<file path="config.mk">
export PLATFORM = sky130hd
export DESIGN_NAME = tick_counter
export DESIGN_NICKNAME = d
export VERILOG_FILES = /design/src/rtl/tick_counter.sv
export SDC_FILE = /design/constraint.sdc
export NUM_CORES = 1
export LEC_CHECK = 0
export ABC_AREA = 1
export BUFFER_PORTS_ARGS = -buffer_cell sky130_fd_sc_hd__buf_2
export CORE_MARGIN = 2
export CORE_UTILIZATION = 38
export DETAILED_ROUTE_END_ITERATION = 12
export PLACE_DENSITY = 0.56
export REMOVE_ABC_BUFFERS = 1
export SYNTH_ARGS = -nofsm -noshare
export SYNTH_HDL_FRONTEND = slang
export SYNTH_SLANG_ARGS = --single-unit
</file>
<file path="constraint.sdc">
create_clock -name clk -period 4.1 [get_ports clk]
set_clock_uncertainty 0.15 [all_clocks]
set_input_delay 0.205 -clock clk [delete_from_list [all_inputs] [get_ports clk]]
set_output_delay 0.205 -clock clk [all_outputs]
set_load 0.05 [all_outputs]
</file>
<file path="src/rtl/tick_counter.sv">
// tick_counter: prescaled clock-enable tick generator driving a modulo-MOD
// up/down counter. It has a synchronous load, a terminal-count pulse and a
// divided square-wave output. Everything runs on the single clk domain.
//
// Build option: define TICK_COUNTER_SAT_EN to make the counter saturate at
// its bounds instead of wrapping. tc then pulses on every tick where the
// step was blocked at a bound.
module tick_counter #(
    parameter int WIDTH     = 4,
    parameter int MOD       = 16,
    parameter int DIV_WIDTH = 22
) (
    input  logic                 clk,
    input  logic                 rst_n,
    input  logic                 en,
    input  logic [DIV_WIDTH-1:0] div_val,
    input  logic                 up_dn,
    input  logic                 load,
    input  logic [WIDTH-1:0]     load_val,
    output logic [WIDTH-1:0]     count,
    output logic                 tick,
    output logic                 tc,
    output logic                 div_out
);

    // Largest legal count value. When MOD == 2**WIDTH this is all-ones, so
    // the explicit wrap below matches natural overflow.
    localparam logic [WIDTH-1:0]     CNT_MAX = WIDTH'(MOD - 1);
    // The modulus is held one bit wider so that MOD == 2**WIDTH is
    // representable for the load clamp compare.
    localparam logic [WIDTH:0]       MOD_EXT = (WIDTH + 1)'(MOD);
    localparam logic [DIV_WIDTH-1:0] DIV_ONE = DIV_WIDTH'(1);

    logic [DIV_WIDTH-1:0] pre_cnt;
    logic [DIV_WIDTH-1:0] period;
    logic [DIV_WIDTH-1:0] pre_last;
    logic                 wrap;
    logic [WIDTH-1:0]     count_step;
    logic                 tc_step;
    logic [WIDTH-1:0]     load_clamped;

    // Effective period, prescaler wrap detect and clamped load value.
    always_comb begin
        // NOTE: every combinational output gets a value on every path, so no latch is inferred.
        period       = (div_val == '0) ? DIV_ONE : div_val;
        pre_last     = period - DIV_ONE;
        // The >= compare also catches a pre_cnt left above a newly lowered
        // period, so it wraps on the next edge instead of running to 2**DIV_WIDTH.
        wrap         = en && !load && (pre_cnt >= pre_last);
        load_clamped = ({1'b0, load_val} >= MOD_EXT) ? CNT_MAX : load_val;
    end

    // Next counter value and terminal-count flag for a wrap edge.
    always_comb begin
        count_step = count;
        tc_step    = 1'b0;
        if (up_dn) begin
            if (count == CNT_MAX) begin
`ifdef TICK_COUNTER_SAT_EN
                count_step = CNT_MAX;
`else
                count_step = '0;
`endif
                tc_step    = 1'b1;
            end else begin
                count_step = count + WIDTH'(1);
            end
        end else begin
            if (count == '0) begin
`ifdef TICK_COUNTER_SAT_EN
                count_step = '0;
`else
                count_step = CNT_MAX;
`endif
                tc_step    = 1'b1;
            end else begin
                count_step = count - WIDTH'(1);
            end
        end
    end

    // Prescaler. A load restarts it, en=0 freezes it, and a wrap returns it to zero.
    always_ff @(posedge clk or negedge rst_n) begin
        // NOTE: sequential state uses non-blocking assignments so every register samples pre-edge values.
        if (!rst_n) begin
            pre_cnt <= '0;
        end else if (load) begin
            pre_cnt <= '0;
        end else if (en) begin
            pre_cnt <= wrap ? '0 : pre_cnt + DIV_ONE;
        end
    end

    // Counter and registered outputs. Load has priority, then the wrap step.
    always_ff @(posedge clk or negedge rst_n) begin
        if (!rst_n) begin
            count   <= '0;
            tick    <= 1'b0;
            tc      <= 1'b0;
            div_out <= 1'b0;
        end else if (load) begin
            count   <= load_clamped;
            tick    <= 1'b0;
            tc      <= 1'b0;
        end else if (wrap) begin
            count   <= count_step;
            tick    <= 1'b1;
            tc      <= tc_step;
            div_out <= ~div_out;
        end else begin
            tick    <= 1'b0;
            tc      <= 1'b0;
        end
    end

endmodule

</file>
Word level (Yosys, flattened, before mapping)

Cells that the tools add are included.

Bits of input ports: 31
Logic and storage cells: 37
Output and inout port bits: 7
Flip-flop bits (word level): 29

Equality and inequality tests: 1
$lt $le $gt $ge: 1
$add $sub $neg: 4
Reductions and logical operators: 8
Bitwise logic cells: 2
Multiplexer cells: 16

Operator list:

| cell                                                                  | count |
|---|---|
| 22-bit 2-to-1 mux                                                     | 4 |
| 22-bit by 1-bit adder with 22-bit output (second input constant)      | 1 |
| 22-bit greater-or-equal comparator                                    | 1 |
| 22-bit logical NOT                                                    | 1 |
| 22-bit by 1-bit subtractor with 22-bit output (second input constant) | 1 |
| 4-bit 2-to-1 mux                                                      | 5 |
| 1-bit 2-to-1 mux                                                      | 7 |
| 4-bit by 1-bit adder with 4-bit output (second input constant)        | 1 |
| 4-bit equality test (second input constant)                           | 1 |
| 4-bit logical NOT                                                     | 1 |
| 2-bit nonzero test                                                    | 2 |
| 4-bit by 1-bit subtractor with 4-bit output (second input constant)   | 1 |
| 1-bit logical AND                                                     | 2 |
| 1-bit inverter                                                        | 2 |
| 2-bit AND reduction                                                   | 1 |
| 1-bit logical NOT                                                     | 1 |

Depth between registers and ports, before layout

Depth in word-level cells: 8
Depth in mapped cells: 26
Mapped depth without buffers: 25

Worst setup path after synthesis

Ideal clock, no wire load.

Path kind: input-to-reg
Start point: input port div_val[12]
End point: register count[2]
Stages: 26
Path slack: 0.895 ns
Path buffers: 1
Library setup time: 0.119 ns
Arrival: 2.936 ns
Data required time: 3.831 ns
Cell sequence: nor2_1 -> nand2_1 -> nor2_1 -> nand4_1 -> nand2_1 -> inv_1 -> ha_1 -> nand3_1 -> nor2_1 -> nand3_2 -> nor2_2 -> nand2_1 -> xnor2_1 -> inv_1 -> ha_1 -> nand2_2 -> inv_2 -> nand2_1 -> nand2_1 -> a21oi_2 -> nand2_2 -> o21bai_4 -> nand2_4 -> buf_6 -> nand2_1 -> nand2_1

Longest elaborated chain between the ends: 6

RTL lines:

| item                                            | RTL line | source |
|---|---|---|
| start, declared                                 | 16       | `input logic [DIV_WIDTH-1:0] div_val,` |
| 22-bit logical NOT                              | 45       | `period = (div_val == '0) ? DIV_ONE : div_val;` |
| 22-bit 2-to-1 mux *                             | 45       |  |
| 22-bit by 1-bit subtractor with 22-bit output * | 46       | `pre_last = period - DIV_ONE;` |
| 22-bit greater-or-equal comparator *            | 49       | `wrap = en && !load && (pre_cnt >= pre_last);` |
| 1-bit logical AND *                             | 49       |  |
| 2-bit nonzero test (no line) *                  | n/a      |  |
| end signal, assigned                            | 102      | `count <= load_clamped;` |
| end signal, assigned                            | 106      | `count <= count_step;` |
| end, declared                                   | 20       | `output logic [WIDTH-1:0] count,` |

Mark *: on every way between the ends. The rest lies on a longest branch, timed or not.
A chain may end at the register's enable or synchronous reset.

Final worst setup path

Start point: input port div_val[12]
End point: register count[3]

The elaborated chain is that of the path after synthesis.

==> flow_summary.yaml <==
outcome:
  outcome: "finished clean"
logic_synthesis:
  ys_seq_elements: 29
  ys_types: 32
  synth_top_area_cell: "dfrtp_1"
  synth.yosys.warnings: 0
  syn_area_um2: 2890
  synth.area.top_cells: "dfrtp_1 (25%), nand2_1 (14%), ha_1 (11%), nor2_1 (7.9%), inv_1 (7.5%)"
  syn_inst: 426
  synth_top_cell_area_share_pct: 25.2
  synth.avg_cell_area_um2: 6.77
  yosysSeqAreaShare_pct: 25.2
placed_design:
  routabilityCongestion: 0.914
  hpwl_um: 5680
  io_buffers: 37
grt:
  grtUsageTotal_pct: 17.5
  overflow: 0
  grt_antenna_before_repair: 0
  grt_pass1_wl_um: 11800
  grt_max_degree: 30
  grt_pass1_vias: 2542
clock_tree:
  htreeDepth: 2
  clk_latency_ns: 0.28
  cts_tree: "yes"
  cts_buffers: 5
  clockBufferDepth: 2
  clk_pin_slew_ns: 0.06
  clock-sinks: 29
  cts-root-buf: "clkbuf_8"
power:
  ir_worst_vdd_mv: 0.160
  comb_power_share_pct: 26.7
  power_uw: 753
  swShare_pct: 34.9
  clkPwrFrac_pct: 30.3
  seqPwrFrac_pct: 43.0
  p_leak_uw: 0.00158
  netSwitchingPower_uw: 263
  intPower_uw: 490
  p_per_area_nw_per_um2: 231
floorplan:
  die_w_um: 91.1
  top_level_ports: 38
  coreArea_um2: 7290
  core.rowCount: 31
  die_area_um2: 8310
  die_y_um: 91.1
  start_util_pct: 39.6
sta:
  relSlewSlack_pct: 54.5
  period_minus_slack_ns: 3.55
  tightest_slew_ns: 0.683
  finalHoldViolCount: 0
  post-route-period-util_pct: 86.7
  setup_viol: 0
  rsz0062_at_grt: "no"
  fmax_ghz: 0.281
  tns_ns: 0
  slew_violations: 0
drt:
  ant_nets: 0
  drtIter0Drc: 101
  routed_via_density: 4.80
  drc: 0
  via_count: 2724
  post_drt_wl_per_cell_um: 12.3
  totalWireLength_um: 6970
  drt_first_pass_iters: 6
finish:
  final_common_cell: "nand2_1"
  fill_cells: 810
  nets: 525
  drive_above_1_share_pct: 16.6
  diodes: 0
  areaGrowthSynthToFinish_pct: 13.0
  final_cell_mix: "nand2_1 (107), nor2_1 (61), inv_1 (58)"
worst_setup_path:
  worst_path_max_delay_cell: "ha_1"
  path_class: "in -> reg"
  setup.worst_path.start_class: "input pin"
  crit_path_max_incr_delay_ns: 0.28
  cp.arrival_ns: 3.57
  cpMostUsedCell: "nand2_1"
  reg2regPathDepth: 9
  cp_top_family: "simple AND/OR/NAND/NOR gates"
  r2r_setup_slack_ns: 1.93
  required_ns: 4.12
  crit_fanout: 20
  cp.buffers_inverters: 4
  end_kind: "register"
  r2r_end: "count[3]$_DFFE_PN0P_"
  r2r-start: "pre_cnt[5]$_DFFE_PN0P_"
worst_hold_path:
  holdPathStages: 5
  whs_endpoint: "count[3]$_DFFE_PN0P_"
  min-delay-start: "load_val[3]"
  hold_class: "in -> reg"
flow_run:
  cap_violations: 0
==> cell usage after synthesis <==
cell      count
xor2_1       20
ha_1         26
a21oi_1       7
nor2_1       61
nor4_1        3
nand3b_1      1
nand2_1     107
nand2_2       6
a21o_1        1
o21bai_4      1
nand3_1      25
o211a_1       1
and2_1        2
a21oi_2       1
o21ai_1       1
nor2_4        4
buf_6         2
nand2_4       1
nand3_2       4
inv_2         4
o21a_1        1
nand4_1      11
nor2_2       12
o21bai_1      3
buf_2         1
inv_1        58
buf_4         1
dfrtp_1      29
o21ai_0      10
nor3_1        9
o22ai_1       2
xnor2_1      11
==> worst min-delay path, cell delays in order <==
cell     delay [ns]
buf_2          0.08
nand2_1        0.04
nand2_1        0.05
nand2_1        0.05
nand2_1        0.06
==> sequential cells by signal, indices dropped and copies added (netlist names) <==
register and count:
count 4, div_out 1, pre_cnt 22, tc 1, tick 1
==> worst max-delay path by stage <==
stage	from	slack (ns)	endpoint	cells after the start
after floorplan	div_val[12]	0.90	count[2]$_DFFE_PN0P_	25
after global placement	div_val[12]	0.35	count[0]$_DFFE_PN0P_	26
after detailed placement	div_val[12]	0.24	count[1]$_DFFE_PN0P_	26
after CTS	div_val[12]	0.51	count[3]$_DFFE_PN0P_	26
after global routing	div_val[12]	0.12	count[3]$_DFFE_PN0P_	26
final	div_val[12]	0.55	count[3]$_DFFE_PN0P_	26
==> logic make-up after synthesis <==
family | Yosys count | synth area share, %
and+or+nand+nor | 246 | 38.7
adders and majority gates | 26 | 11.3
buffers and inverters | 66 | 9.28
xor gates and xnor gates | 31 | 9.41
AOI/OAI and AO/OA | 28 | 6.16
DFF | 29 | 25.2
==> through the flow <==
| step | cells | instance area (um2) | utilization [%] | worst slack, ns | hold WS [ns] |
|---|---|---|---|---|---|
| after CTS | 568 | 3260 | 44.7 | 0.509 | 0.0800 |
| after detailed placement | 559 | 3170 | 43.4 | 0.241 | 0.141 |
| final | 568 | 3260 | 44.7 | 0.547 | 0.0847 |
| after global routing | 568 | 3260 | 44.7 | 0.120 | 0.112 |
| after global placement | 559 | 3170 | 43.4 | 0.352 | 0.139 |
| after floorplan | 422 | 2850 | - | 0.901 | -0.241 |
==> layer usage <==
metal | up-vias | share of wire, % | GRT usage (%)
met1 | 1221 | 49 | 23.3
met3 | 12 | 3.8 | 2.90
met4 | 0 | 1.8 | 5.93
met2 | 58 | 45 | 28.8
met5 | - | 0 | 0
li1 | 1433 | - | -
==> cell type report <==
type | instances | area, um2 | area share (%)
timing repair buffer | 39 | 203 | 6.22
sequential | 29 | 726 | 22.3
clock inverter | 2 | 10.0 | 0.307
clock buffer | 6 | 72.6 | 2.23
multi-input combinational | 331 | 1890 | 58.0
tap | 99 | 124 | 3.80
inverter | 62 | 233 | 7.14
==> power by group through the flow <==
stage / sequential, uW / clock, uW / combinational [uW]
floorplan: 347 / 0 / 111
global placement: 328 / 0 / 198
detailed placement: 328 / 0 / 201
CTS: 323 / 236 / 203
global route: 326 / 249 / 226
finish: 324 / 229 / 201
==> repair_timing <==
| item | 4_1_cts | 5_1_grt |
|---|---|---|
| setup buffers | 0 | 0 |
| endpoints found under the hold margin | 29 | 0 |
| resized for setup | 0 | 0 |
| hold buffers | 1 | 0 |
(Power assumes the default switching activity.)
